==> config.mk <==
export PLATFORM = sky130hd
export DESIGN_NAME = hier_path_decoder
export DESIGN_NICKNAME = d
export VERILOG_FILES = /design/src/rtl/hier_path_decoder.sv
export SDC_FILE = /design/constraint.sdc
export NUM_CORES = 1
export LEC_CHECK = 0
export ABC_AREA = 1
export CORE_ASPECT_RATIO = 1.5
export CORE_MARGIN = 2
export CORE_UTILIZATION = 50
export CTS_BUF_LIST = sky130_fd_sc_hd__clkbuf_8
export DETAILED_ROUTE_END_ITERATION = 10
export PLACE_DENSITY = 0.83
export SYNTH_ARGS = -nofsm -noshare
export SYNTH_HDL_FRONTEND = slang
export SYNTH_SLANG_ARGS = --single-unit
==> constraint.sdc <==
create_clock -name clk -period 2 [get_ports clk]
set_input_delay 0.4 -clock clk [delete_from_list [all_inputs] [get_ports clk]]
set_output_delay 0.4 -clock clk [all_outputs]
set_load 0.01 [all_outputs]
==> src/rtl/hier_path_decoder.sv <==
// Hierarchical path decoder: matches a digit-per-level instance path against this node's
// compiled-in path and one-hot selects the child named by the final digit.
// Optional idle timeout in RECV/DRAIN is enabled by defining HIER_PATH_DEC_TIMEOUT_EN.
module hier_path_decoder #(
  parameter int unsigned DEPTH = 20,
  parameter int unsigned FANOUT = 10,
  parameter logic [4*(DEPTH-1)-1:0] MY_PATH = 76'h3200000000000000000,
  parameter int unsigned TIMEOUT = 255
) (
  input  logic              clk,
  input  logic              rst,
  input  logic              in_valid,
  output logic              in_ready,
  input  logic [3:0]        in_digit,
  input  logic              in_last,
  output logic              resp_valid,
  input  logic              resp_ready,
  output logic              resp_hit,
  output logic              resp_err,
  output logic [FANOUT-1:0] resp_sel
);

  typedef enum logic [1:0] {StIdle, StRecv, StDrain, StResp} state_e;

  localparam logic [4:0]        LastIdx = 5'(DEPTH - 1);
  localparam logic [FANOUT-1:0] SelOne  = FANOUT'(1);

  state_e            state_q, state_d;
  logic [4:0]        idx_q, idx_d;
  logic              err_q, err_d;
  logic              miss_q, miss_d;
  logic              in_ready_q, in_ready_d;
  logic              resp_valid_q, resp_valid_d;
  logic              resp_hit_q, resp_hit_d;
  logic              resp_err_q, resp_err_d;
  logic [FANOUT-1:0] resp_sel_q, resp_sel_d;

  logic       accept;
  logic       timeout_hit;
  logic [3:0] exp_digit;
  logic       digit_bad, is_short, is_long, is_miss;
  logic       err_n, miss_n;

  assign accept = in_valid && in_ready_q;

  // Expected digit for the current level; levels past the path read as 0 and are never compared.
  assign exp_digit = 4'(MY_PATH >> (4 * 32'(idx_q)));

  assign digit_bad = 32'(in_digit) >= FANOUT;
  assign is_short  = in_last && (idx_q < LastIdx);
  assign is_long   = !in_last && (idx_q == LastIdx);
  assign is_miss   = (idx_q < LastIdx) && (in_digit != exp_digit);
  assign err_n     = err_q | digit_bad | is_short | is_long;
  assign miss_n    = miss_q | is_miss;

`ifdef HIER_PATH_DEC_TIMEOUT_EN
  localparam int unsigned CntW = (TIMEOUT > 1) ? $clog2(TIMEOUT + 1) : 1;

  logic [CntW-1:0] idle_cnt_q, idle_cnt_d;

  always_comb begin
    idle_cnt_d  = '0;
    timeout_hit = 1'b0;
    if ((state_q == StRecv || state_q == StDrain) && !accept) begin
      if (32'(idle_cnt_q) + 32'd1 >= TIMEOUT) begin
        timeout_hit = 1'b1;
      end else begin
        idle_cnt_d = idle_cnt_q + 1'b1;
      end
    end
  end

  always_ff @(posedge clk or posedge rst) begin
    if (rst) begin
      idle_cnt_q <= '0;
    end else begin
      idle_cnt_q <= idle_cnt_d;
    end
  end
`else
  assign timeout_hit = 1'b0;
`endif

  always_comb begin
    state_d      = state_q;
    idx_d        = idx_q;
    err_d        = err_q;
    miss_d       = miss_q;
    in_ready_d   = in_ready_q;
    resp_valid_d = resp_valid_q;
    resp_hit_d   = resp_hit_q;
    resp_err_d   = resp_err_q;
    resp_sel_d   = resp_sel_q;

    unique case (state_q)
      StIdle, StRecv, StDrain: begin
        if (accept) begin
          err_d  = err_n;
          miss_d = miss_n;
          if (in_last) begin
            state_d      = StResp;
            in_ready_d   = 1'b0;
            resp_valid_d = 1'b1;
            resp_err_d   = err_n;
            resp_hit_d   = !err_n && !miss_n;
            resp_sel_d   = (!err_n && !miss_n) ? (SelOne << in_digit) : '0;
          end else begin
            // Saturate so an over-long frame in DRAIN cannot wrap back into range.
            idx_d   = (idx_q == 5'h1f) ? idx_q : idx_q + 5'd1;
            state_d = (err_n || miss_n) ? StDrain : StRecv;
          end
        end else if (timeout_hit) begin
          state_d      = StResp;
          in_ready_d   = 1'b0;
          resp_valid_d = 1'b1;
          resp_err_d   = 1'b1;
          resp_hit_d   = 1'b0;
          resp_sel_d   = '0;
        end
      end
      StResp: begin
        if (resp_ready) begin
          state_d      = StIdle;
          in_ready_d   = 1'b1;
          resp_valid_d = 1'b0;
          resp_hit_d   = 1'b0;
          resp_err_d   = 1'b0;
          resp_sel_d   = '0;
          idx_d        = '0;
          err_d        = 1'b0;
          miss_d       = 1'b0;
        end
      end
      default: begin
        state_d = StIdle;
      end
    endcase
  end

  always_ff @(posedge clk or posedge rst) begin
    if (rst) begin
      state_q      <= StIdle;
      idx_q        <= '0;
      err_q        <= 1'b0;
      miss_q       <= 1'b0;
      in_ready_q   <= 1'b1;
      resp_valid_q <= 1'b0;
      resp_hit_q   <= 1'b0;
      resp_err_q   <= 1'b0;
      resp_sel_q   <= '0;
    end else begin
      state_q      <= state_d;
      idx_q        <= idx_d;
      err_q        <= err_d;
      miss_q       <= miss_d;
      in_ready_q   <= in_ready_d;
      resp_valid_q <= resp_valid_d;
      resp_hit_q   <= resp_hit_d;
      resp_err_q   <= resp_err_d;
      resp_sel_q   <= resp_sel_d;
    end
  end

  assign in_ready   = in_ready_q;
  assign resp_valid = resp_valid_q;
  assign resp_hit   = resp_hit_q;
  assign resp_err   = resp_err_q;
  assign resp_sel   = resp_sel_q;

endmodule

==> impl_metrics.env, run 1 <==
export IMPL_outcome="complete, no violations"
export IMPL_worst_slew_pin_slew_ps=482
export IMPL_wl_mm=2.50
export IMPL_wl_per_cell_um=12.7
export IMPL_die_h_um=64.7
export IMPL_grt_ovfl_total=0
export IMPL_power_density_mw_per_mm2=528
export IMPL_track_usage=0.197
export IMPL_grt_pass1_vias=1032
export IMPL_largest_reg_flops=10
export IMPL_drt_pass1_iterations=3
export IMPL_synth_top_cell_by_area="dfrtp_1"
export IMPL_drtAntennaViolNets=0
export IMPL_postCtsHoldBufs=0
export IMPL_final_common_cell="nand2_1"
export IMPL_insertion_delay_ps=270
export IMPL_clkPwrFrac=0.352
export IMPL_post_route_period_util=0.920
export IMPL_cts_tree="built"
export IMPL_cts_setup_buffers=0
export IMPL_p_int_uw=629
export IMPL_hold_class="input port to asynchronous set/reset pin"
export IMPL_clk_pin_slew_ps=80
export IMPL_slew_headroom=0.678
export IMPL_grt_pass1_wl_mm=4.24
export IMPL_cts_max_path_buffers=2
export IMPL_leakage_nw=0.726
export IMPL_synthTopCellsByArea="dfrtp_1 45%, nand2_1 13%, inv_1 4.0%, nor2_2 3.6%, o21ai_2 3.6%"
export IMPL_crit_type="register to register"
export IMPL_p_sw_frac=0.224
export IMPL_synth_warnings=0
export IMPL_die_w_um=44.5
export IMPL_synth_seq_area_share=0.469
export IMPL_diodes=0
export IMPL_setup_viol=0
export IMPL_area_growth_pct=24.9
export IMPL_start_util=0.513
export IMPL_fin_tns_setup_ps=0
export IMPL_numCtsBuffers=3
export IMPL_syn_cell_area_mm2=0.00123
export IMPL_clkSinkCount=23
export IMPL_maxSlewViolCount=0
export IMPL_via_per_inst=5.20
export IMPL_final_cell_mix="41 x nand2_1, 22 x dfrtp_1, 22 x clkdlybuf4s50_1"
export IMPL_fin_skew_ps=3.11
export IMPL_synth_cells=145
export IMPL_htreeDepth=1
export IMPL_grt_max_degree=14
export IMPL_die_area_mm2=0.00288
export IMPL_syn_avg_cell_area_um2=8.47
export IMPL_io_pins=23
export IMPL_drc=0
export IMPL_num_vias=1019
export IMPL_total_power_uw=810
export IMPL_fin_crit_ps=1840
export IMPL_drv_cap=0
export IMPL_p_comb_frac=0.075
export IMPL_crit_path_end_kind="register"
export IMPL_syn_num_nets=157
export IMPL_worstSetupStartpointType="register"
export IMPL_crit_arrival_ps=2030
export IMPL_p_seq_frac=0.573
export IMPL_dp_final_hpwl_mm=1.98
export IMPL_antenna_found_initial=0
export IMPL_cp_max_fo=5
export IMPL_power_switching_uw=182
export IMPL_synth_top_area_frac=0.448
export IMPL_rows=22
export IMPL_cts_resized=0
export IMPL_synth_seq_cells=23
export IMPL_cts_root_buffer="clkbuf_8"
export IMPL_drive_above_1_share=0.198
export IMPL_hold_violations=0
export IMPL_portBuffers=22
export IMPL_clock_fmax_mhz=543
export IMPL_required_ps=2190
export IMPL_coreArea_mm2=0.00239
export IMPL_rsz0062_at_grt="no"
export IMPL_drt_iter0_markers=18
export IMPL_ir_drop_mv=0.422
export IMPL_nets=185
export IMPL_gp_congestion=0.835
export IMPL_synth_distinct_cells=25
## worst paths after layout
kind / from / endpoint / slack, ps / cells past startpoint
hold reg to reg: resp_sel[8] / resp_sel[8] / 480 / 2
max in group asynchronous: rst / resp_sel[7] / 1020 / 3
setup reg to reg: idx_q[1] / idx_q[3] / 160 / 10
setup / recovery: idx_q[1] / idx_q[3] / 160 / 10
min in group clk: resp_sel[8] / resp_sel[8] / 480 / 2
hold / removal: rst / resp_err / 450 / 2
## routing by layer
layer  share of wire  vias to the layer above  GRT usage
met5               0                        -          0
met2            0.57                       20      0.373
li1                -                      519          -
met3           0.030                        5     0.0251
met4           0.019                        0     0.0871
met1            0.38                      475      0.200
## worst max-delay path, cell delays in order (launching register included)
cell and delay (ps):
dfrtp_1 440, ha_1 240, nand2_1 90, nor2_1 50
ha_1 170, nor2_1 150, nand2_1 130, nand2_1 130
nand4_1 100, xor2_1 150, nor2_1 100
## cells by family after synthesis
family | after synthesis | synth area share
AND/OR/NAND/NOR | 78 | 0.317
flip-flops | 23 | 0.469
AO/OA/AOI/OAI | 22 | 0.120
buffers and inverters | 18 | 0.0560
adder cells (fa/ha/maj) | 3 | 0.0306
XOR/XNOR | 1 | 0.00713
## Yosys cell counts, drive strengths merged
master / number
ha: 3
buf: 1
a21oi: 3
a31oi: 1
nor2: 20
nand2: 45
o211ai: 1
nand3: 9
nand4: 4
dfstp: 1
xor2: 1
o21ai: 17
inv: 17
dfrtp: 22
## stage by stage
stage / utilization / area, um^2 / worst slack, ps / std cells / hold WS [ps]
floorplan: - / 1230 / 390 / 145 / 401
global placement: 0.622 / 1490 / 68.0 / 192 / 466
detailed placement: 0.622 / 1490 / 57.0 / 192 / 463
CTS: 0.641 / 1540 / 162 / 196 / 474
global route: 0.641 / 1540 / 24.1 / 196 / 515
finish: 0.641 / 1540 / 160 / 196 / 450
## layout make-up
| type | instances | area, um^2 |
|---|---|---|
| Sequential cell | 23 | 577 |
| Clock buffer | 3 | 41.3 |
| Multi-Input combinational cell | 104 | 583 |
| Timing Repair Buffer | 24 | 235 |
| Fill cell | 204 | 860 |
| Tap cell | 24 | 30.0 |
| Clock inverter | 1 | 5.00 |
| Inverter | 17 | 63.8 |
## power by group through the flow
stage	sequential [mW]	clock [mW]	combinational, mW
global placement	0.474	0	0.0603
global route	0.465	0.310	0.0683
floorplan	0.474	0	0.0315
CTS	0.465	0.291	0.0617
detailed placement	0.474	0	0.0613
finish	0.465	0.285	0.0607
(Power assumes the default switching activity.)
==> inputs of run 2 (changes only) <==
Settings changed: SLEW_MARGIN from default to 20.
==> results of run 2 <==
Final layout, timing and power as in run 1 (identical DEF).
